$ cat config.mk
export PLATFORM = sky130hd
export DESIGN_NAME = gesture_hold_ctrl_flat
export DESIGN_NICKNAME = d
export VERILOG_FILES = /design/src/rtl/gesture_hold_ctrl_if.sv /design/src/rtl/gesture_hold_ctrl.sv /design/src/flat_wrapper.sv
export SDC_FILE = /design/constraint.sdc
export NUM_CORES = 1
export LEC_CHECK = 0
export ABC_AREA = 1
export BUFFER_PORTS_ARGS = -buffer_cell sky130_fd_sc_hd__buf_2
export CAP_MARGIN = 40
export CORE_ASPECT_RATIO = 0.75
export CORE_UTILIZATION = 55
export CTS_CLUSTER_DIAMETER = 50
export DETAILED_ROUTE_END_ITERATION = 7
export PLACE_DENSITY = 0.79
export SYNTH_ARGS = -nofsm -noshare
export SYNTH_HDL_FRONTEND = slang
export SYNTH_SLANG_ARGS = --single-unit
$ cat constraint.sdc
create_clock -name sys_clk -period 2.35 [get_ports sys_clk]
set_clock_uncertainty 0.15 [all_clocks]
set_input_delay 0 -clock sys_clk [delete_from_list [all_inputs] [get_ports sys_clk]]
set_output_delay 0 -clock sys_clk [all_outputs]
set_load 0.02 [all_outputs]
$ cat src/rtl/gesture_hold_ctrl_if.sv
// Gesture hold controller bus: raw gesture code in, held indicator and status out.
interface gesture_hold_ctrl_if #(
  parameter int unsigned CH_NUM = 4
);
  localparam int unsigned IDX_W = (CH_NUM > 1) ? $clog2(CH_NUM) : 1;

  logic [CH_NUM-1:0] gest_in;
  logic [CH_NUM-1:0] led_out;
  logic [IDX_W-1:0]  gest_idx;
  logic              gest_vld;
  logic              gest_evt;
  logic              hold_done;

  // Producer of gesture codes / consumer of the indicator.
  modport master (
    output gest_in,
    input  led_out, gest_idx, gest_vld, gest_evt, hold_done
  );

  // The controller itself.
  modport slave (
    input  gest_in,
    output led_out, gest_idx, gest_vld, gest_evt, hold_done
  );
endinterface

$ cat src/rtl/gesture_hold_ctrl.sv
// Gesture indicator controller: turns a one-hot gesture code into a registered
// one-hot indicator held for HOLD_CNT cycles, with highest-index priority and
// pre-emption by a different gesture.
// Optional macro GESTURE_HOLD_RETRIG_EN: a repeat of the held gesture reloads
// the hold; without it the repeat is ignored.
module gesture_hold_ctrl #(
  parameter int unsigned CH_NUM   = 4,
  parameter int unsigned HOLD_CNT = 1000,
  parameter int unsigned CNT_W    = 26
) (
  input logic                sys_clk,
  input logic                sys_rst_n,
  gesture_hold_ctrl_if.slave bus
);
  localparam int unsigned IDX_W = (CH_NUM > 1) ? $clog2(CH_NUM) : 1;
  localparam logic [CNT_W-1:0] CNT_LAST = CNT_W'(HOLD_CNT - 1);

`ifdef GESTURE_HOLD_RETRIG_EN
  localparam bit RETRIG = 1'b1;
`else
  localparam bit RETRIG = 1'b0;
`endif

  typedef enum logic [0:0] {StIdle, StHold} state_e;

  state_e            state;
  logic [CNT_W-1:0]  cnt;
  logic [CH_NUM-1:0] gest_d;
  logic [CH_NUM-1:0] led_q;
  logic [IDX_W-1:0]  idx_q;
  logic              vld_q;
  logic              evt_q;
  logic              done_q;

  logic              new_evt;
  logic [IDX_W-1:0]  sel_idx;
  logic [CH_NUM-1:0] sel_oh;
  logic              load_hold;

  // Previous gesture code, used to fire only on a change.
  always_ff @(posedge sys_clk or negedge sys_rst_n) begin
    if (!sys_rst_n) begin
      gest_d <= '0;
    end else begin
      gest_d <= bus.gest_in;
    end
  end

  // Highest set index wins for multi-hot codes; later iterations override.
  always_comb begin
    sel_idx = '0;
    sel_oh  = '0;
    for (int unsigned i = 0; i < CH_NUM; i++) begin
      if (bus.gest_in[i]) begin
        sel_idx   = IDX_W'(i);
        sel_oh    = '0;
        sel_oh[i] = 1'b1;
      end
    end
  end

  assign new_evt = (bus.gest_in != '0) && (bus.gest_in != gest_d);

  // In HOLD, a different gesture always pre-empts; the same one reloads only
  // when retriggering is enabled, otherwise it counts as no event at all.
  assign load_hold = new_evt && ((sel_idx != idx_q) || RETRIG);

  // Main FSM with registered outputs; events beat expiry in the same cycle.
  always_ff @(posedge sys_clk or negedge sys_rst_n) begin
    if (!sys_rst_n) begin
      state  <= StIdle;
      cnt    <= '0;
      led_q  <= '0;
      idx_q  <= '0;
      vld_q  <= 1'b0;
      evt_q  <= 1'b0;
      done_q <= 1'b0;
    end else begin
      evt_q  <= 1'b0;
      done_q <= 1'b0;
      unique case (state)
        StIdle: begin
          if (new_evt) begin
            state <= StHold;
            led_q <= sel_oh;
            idx_q <= sel_idx;
            vld_q <= 1'b1;
            cnt   <= '0;
            evt_q <= 1'b1;
          end
        end
        StHold: begin
          if (load_hold) begin
            led_q <= sel_oh;
            idx_q <= sel_idx;
            cnt   <= '0;
            evt_q <= 1'b1;
          end else if (cnt == CNT_LAST) begin
            state  <= StIdle;
            led_q  <= '0;
            vld_q  <= 1'b0;
            cnt    <= '0;
            done_q <= 1'b1;
          end else begin
            cnt <= cnt + CNT_W'(1);
          end
        end
        default: state <= StIdle;
      endcase
    end
  end

  assign bus.led_out   = led_q;
  assign bus.gest_idx  = idx_q;
  assign bus.gest_vld  = vld_q;
  assign bus.gest_evt  = evt_q;
  assign bus.hold_done = done_q;

endmodule

$ cat src/flat_wrapper.sv
// flat-port wrapper written by rule: the top's interface ports become plain ports
module gesture_hold_ctrl_flat 
#(
  parameter int unsigned CH_NUM   = 4,
  parameter int unsigned HOLD_CNT = 1000,
  parameter int unsigned CNT_W    = 26
)
  (sys_clk, sys_rst_n, bus_gest_in, bus_led_out, bus_gest_idx, bus_gest_vld, bus_gest_evt, bus_hold_done);
  gesture_hold_ctrl_if #(.CH_NUM(CH_NUM)) bus_i ();
  input logic sys_clk;
  input logic sys_rst_n;
  input wire logic [$bits(bus_i.gest_in)-1:0] bus_gest_in;
  output wire logic [$bits(bus_i.led_out)-1:0] bus_led_out;
  output wire logic [$bits(bus_i.gest_idx)-1:0] bus_gest_idx;
  output wire logic [$bits(bus_i.gest_vld)-1:0] bus_gest_vld;
  output wire logic [$bits(bus_i.gest_evt)-1:0] bus_gest_evt;
  output wire logic [$bits(bus_i.hold_done)-1:0] bus_hold_done;
  assign bus_i.gest_in = bus_gest_in;
  assign bus_led_out = bus_i.led_out;
  assign bus_gest_idx = bus_i.gest_idx;
  assign bus_gest_vld = bus_i.gest_vld;
  assign bus_gest_evt = bus_i.gest_evt;
  assign bus_hold_done = bus_i.hold_done;
  gesture_hold_ctrl #(.CH_NUM(CH_NUM), .HOLD_CNT(HOLD_CNT), .CNT_W(CNT_W)) u_core (.sys_clk(sys_clk), .sys_rst_n(sys_rst_n), .bus(bus_i));
endmodule
==> metrics <==
status=complete, but fails checks; failing checks=negative hold slack; via count=2179; critical path endpoint category=flop; largest fanout on the critical path=12; row cnt=20; GRT overflow=0; type of origin of the critical path=flop; setup violators final=0; reg2reg path depth=12; vias per cell=~5.2; R2R setup slack=between 300 and 400 ps; syn_nets=roughly 350; fmax=a little over 0.5 GHz; Clk pin slew, worst setup/hold paths=90 ps; Pre-antenna DRT Iters=5; area delta synth->final=11.5%; antenna-violating nets left=0; Post-CTS Setup Bufs=0; Leak Pwr=about 1.4 nW; #FFs+latches synth=40; nets=371; first-pass GRT wire length=between 9000 and 10000 um; normalized max-slew margin=between 70% and 80%; Reg-to-Reg End=u_core.cnt[20]; Worst EP arrival=roughly 2100 ps; antenna fix cells=0; RSZ-0062 raised after global routing=no; crit path kind=flop to flop; initial antenna violation count=0; I/O pin cnt=15; CTS sink cnt=40; hold slack=-0.481 ps; drc violations=0; layout cell share with drive strength beyond 1=20.8%; CTS buffer count=5; setup TNS=0 ps; Pwr Density=between 600 and 700 nW/um^2; post-synthesis cell count=between 300 and 400; PortBufs=14; Max Root-Sink Buffers=2; min-delay worst type=primary input to asynchronous set/reset pin; die area=approximately 4800 sq um; Mapped Area=about 2500 sq um; post-synth cell types=29; Die Height=slightly above 60 um; DP HPWL=around 4200 um; htree depth=2; drt wl/cell=about 13 um; CTS tree=built; Initial Util=between 50% and 60%; fin crit period=1970 ps; gpl congestion=between 0.8 and 0.9; Req. time, crit path=~2500 ps; die width=around 80 um; Yosys warning count=0; clk root buf=clkbuf_8; Slew Limit Fails=0; Max Cap Viol=0; slew of the pin with the lowest slew margin=around 410 ps; final hold viol count=2; RR Startpoint=u_core.cnt[0]; filler instances=just under 400; Mean Syn Cell Area=7.37 sq um; largest net degree at the start of global routing=25; Tot GR Track Use=27.6%; core region area=approximately 4200 sq um; clock latency on the worst-skew pair=300 ps; drt total wl=~5600 um; Worst IR Drop VDD=~0.6 mV; sequential-to-total area share from yosys stat=about two fifths; Initial DRC Count=slightly below 200; number of global-route vias before repair=around 2100; Final Util=66.7%; Final period util=83.8%
-- cell families after synthesis --
logic type / count (synthesis) / share of synthesized area [%]
compound gates: 23 / 7.86
xor+xnor: 12 / 4.18
fa+ha+maj: 1 / 0.498
buf+inv: 49 / 8.86
flops: 40 / 39.8
simple gates: 216 / 38.8
-- sequential cells by signal, indices dropped and copies added (netlist names) --
| name | count |
|---|---|
| u_core.bus.led_out | 4 |
| u_core.state | 1 |
| u_core.bus.gest_vld | 1 |
| u_core.gest_d | 4 |
| u_core.bus.gest_idx | 2 |
| u_core.bus.hold_done | 1 |
| u_core.bus.gest_evt | 1 |
| u_core.cnt | 26 |
-- per-layer routing --
metal / wire [um] / global-route usage [%] / part of all wire [%] / vias to the layer above
met5: 0 / 0 / 0 / -
met2: 2280 / 39.7 / 41 / 59
met3: 411 / 6.02 / 7.3 / 8
li1: - / - / - / 1112
met4: 76 / 9.18 / 1.4 / 0
met1: 2860 / 41.3 / 51 / 1000
-- layout by cell type, fill, tap and decap left out --
cell           Yosys  routed
buf_2              0      14
clkbuf_8           0       7
dlygate4sd3_1      0       5
a21oi_1            2       2
inv_2             11      11
xor2_1            12      12
o22ai_2            6       6
a21oi_2            5       5
a31o_2             1       1
nor2_1            38      38
clkinv_1           1       1
nor3_1             2       2
nand3_4            1       1
buf_12             0       1
nor2_2             5       5
nand2_1          117     117
o21ai_2            4       4
buf_4              0       1
ha_1               1       1
o21ai_0            2       2
nor3_2             1       1
dfrtp_1           40      40
nand2_2           10      10
nand3_1           27      27
nor2_4             3       3
nand2_4            2       2
nand4_1            8       8
bufinv_16          0       1
clkinv_4           1       1
nand3_2            2       2
inv_1             31      31
o21ai_1            3       3
-- synthesized netlist by cell type --
master,number,area share [%]
buf_1,1,0.15
a31o_2,1,0.35
nand3_1,27,5.4
nor2_4,3,1.3
xor2_1,12,4.2
inv_2,11,1.6
nand3_4,1,0.70
inv_1,31,4.6
o21ai_0,2,0.40
nor3_1,2,0.40
buf_8,1,0.60
dfrtp_1,40,40
clkinv_1,1,0.15
a21oi_2,5,1.7
nand2_4,2,0.90
nand3_2,2,0.80
o22ai_2,6,3.0
a21oi_1,2,0.40
buf_6,3,1.3
nor2_2,5,1.2
clkinv_4,1,0.35
o21ai_1,3,0.60
nand4_1,8,2.0
o21ai_2,4,1.4
nor2_1,38,5.7
nor3_2,1,0.40
nand2_2,10,2.5
nand2_1,117,17
ha_1,1,0.50
-- stage by stage --
stage / worst slack [ps] / std cells / total power, mW / instance area [sq um]
6_report: 380 / 420 / 1.80 / 2800
5_1_grt: 164 / 420 / 1.89 / 2800
4_1_cts: 388 / 420 / 1.80 / 2800
3_5_place_dp: 395 / 407 / 1.17 / 2630
3_3_place_gp: 484 / 406 / 1.16 / 2610
2_1_floorplan: 667 / 341 / 1.08 / 2510
-- worst max-delay path: stages, from the launching register on --
cell and delay, ps:
dfrtp_1 450, ha_1 250, nand2_2 120, inv_2 50
nand2_1 70, nor2_2 40, nand2_2 80, nor2_4 40
nor2_2 160, nand2_4 170, inv_2 190, nand3_1 90
nand2_1 60
-- worst max-delay path by stage --
stage | to | depth (start not counted) | startpoint | slack (ps)
floorplan | u_core.cnt[0] | 11 | u_core.cnt[0] | 670
detailed placement | u_core.cnt[20] | 12 | u_core.cnt[0] | 400
CTS | u_core.cnt[20] | 12 | u_core.cnt[0] | 390
global placement | u_core.cnt[21] | 12 | u_core.cnt[0] | 480
global route | u_core.cnt[14] | 12 | u_core.cnt[0] | 160
finish | u_core.cnt[20] | 12 | u_core.cnt[0] | 380
-- power breakdown --
part	total [mW]	leakage (nW)	internal, mW	switching [mW]
registers	0.789	0.531	0.742	0.0472
logic	0.379	0.769	0.116	0.262
clock network	0.629	0.0645	0.375	0.254
-- timing repair --
action	CTS	global route
resized for setup	0	0
hold endpoints to repair	50	0
hold buffers	5	0
-- final cells by class --
type	count	area (sq um)	share of cell area [%]
clock buffers	7	96.3	3.44
clock inverters	1	30.0	1.07
inverters	44	170	6.07
multi-input cells	252	1290	46.0
flip-flops and latches	40	1000	35.7
well taps	55	68.8	2.45
repair buffers	21	148	5.27
Power figures use the tool's default switching activity.
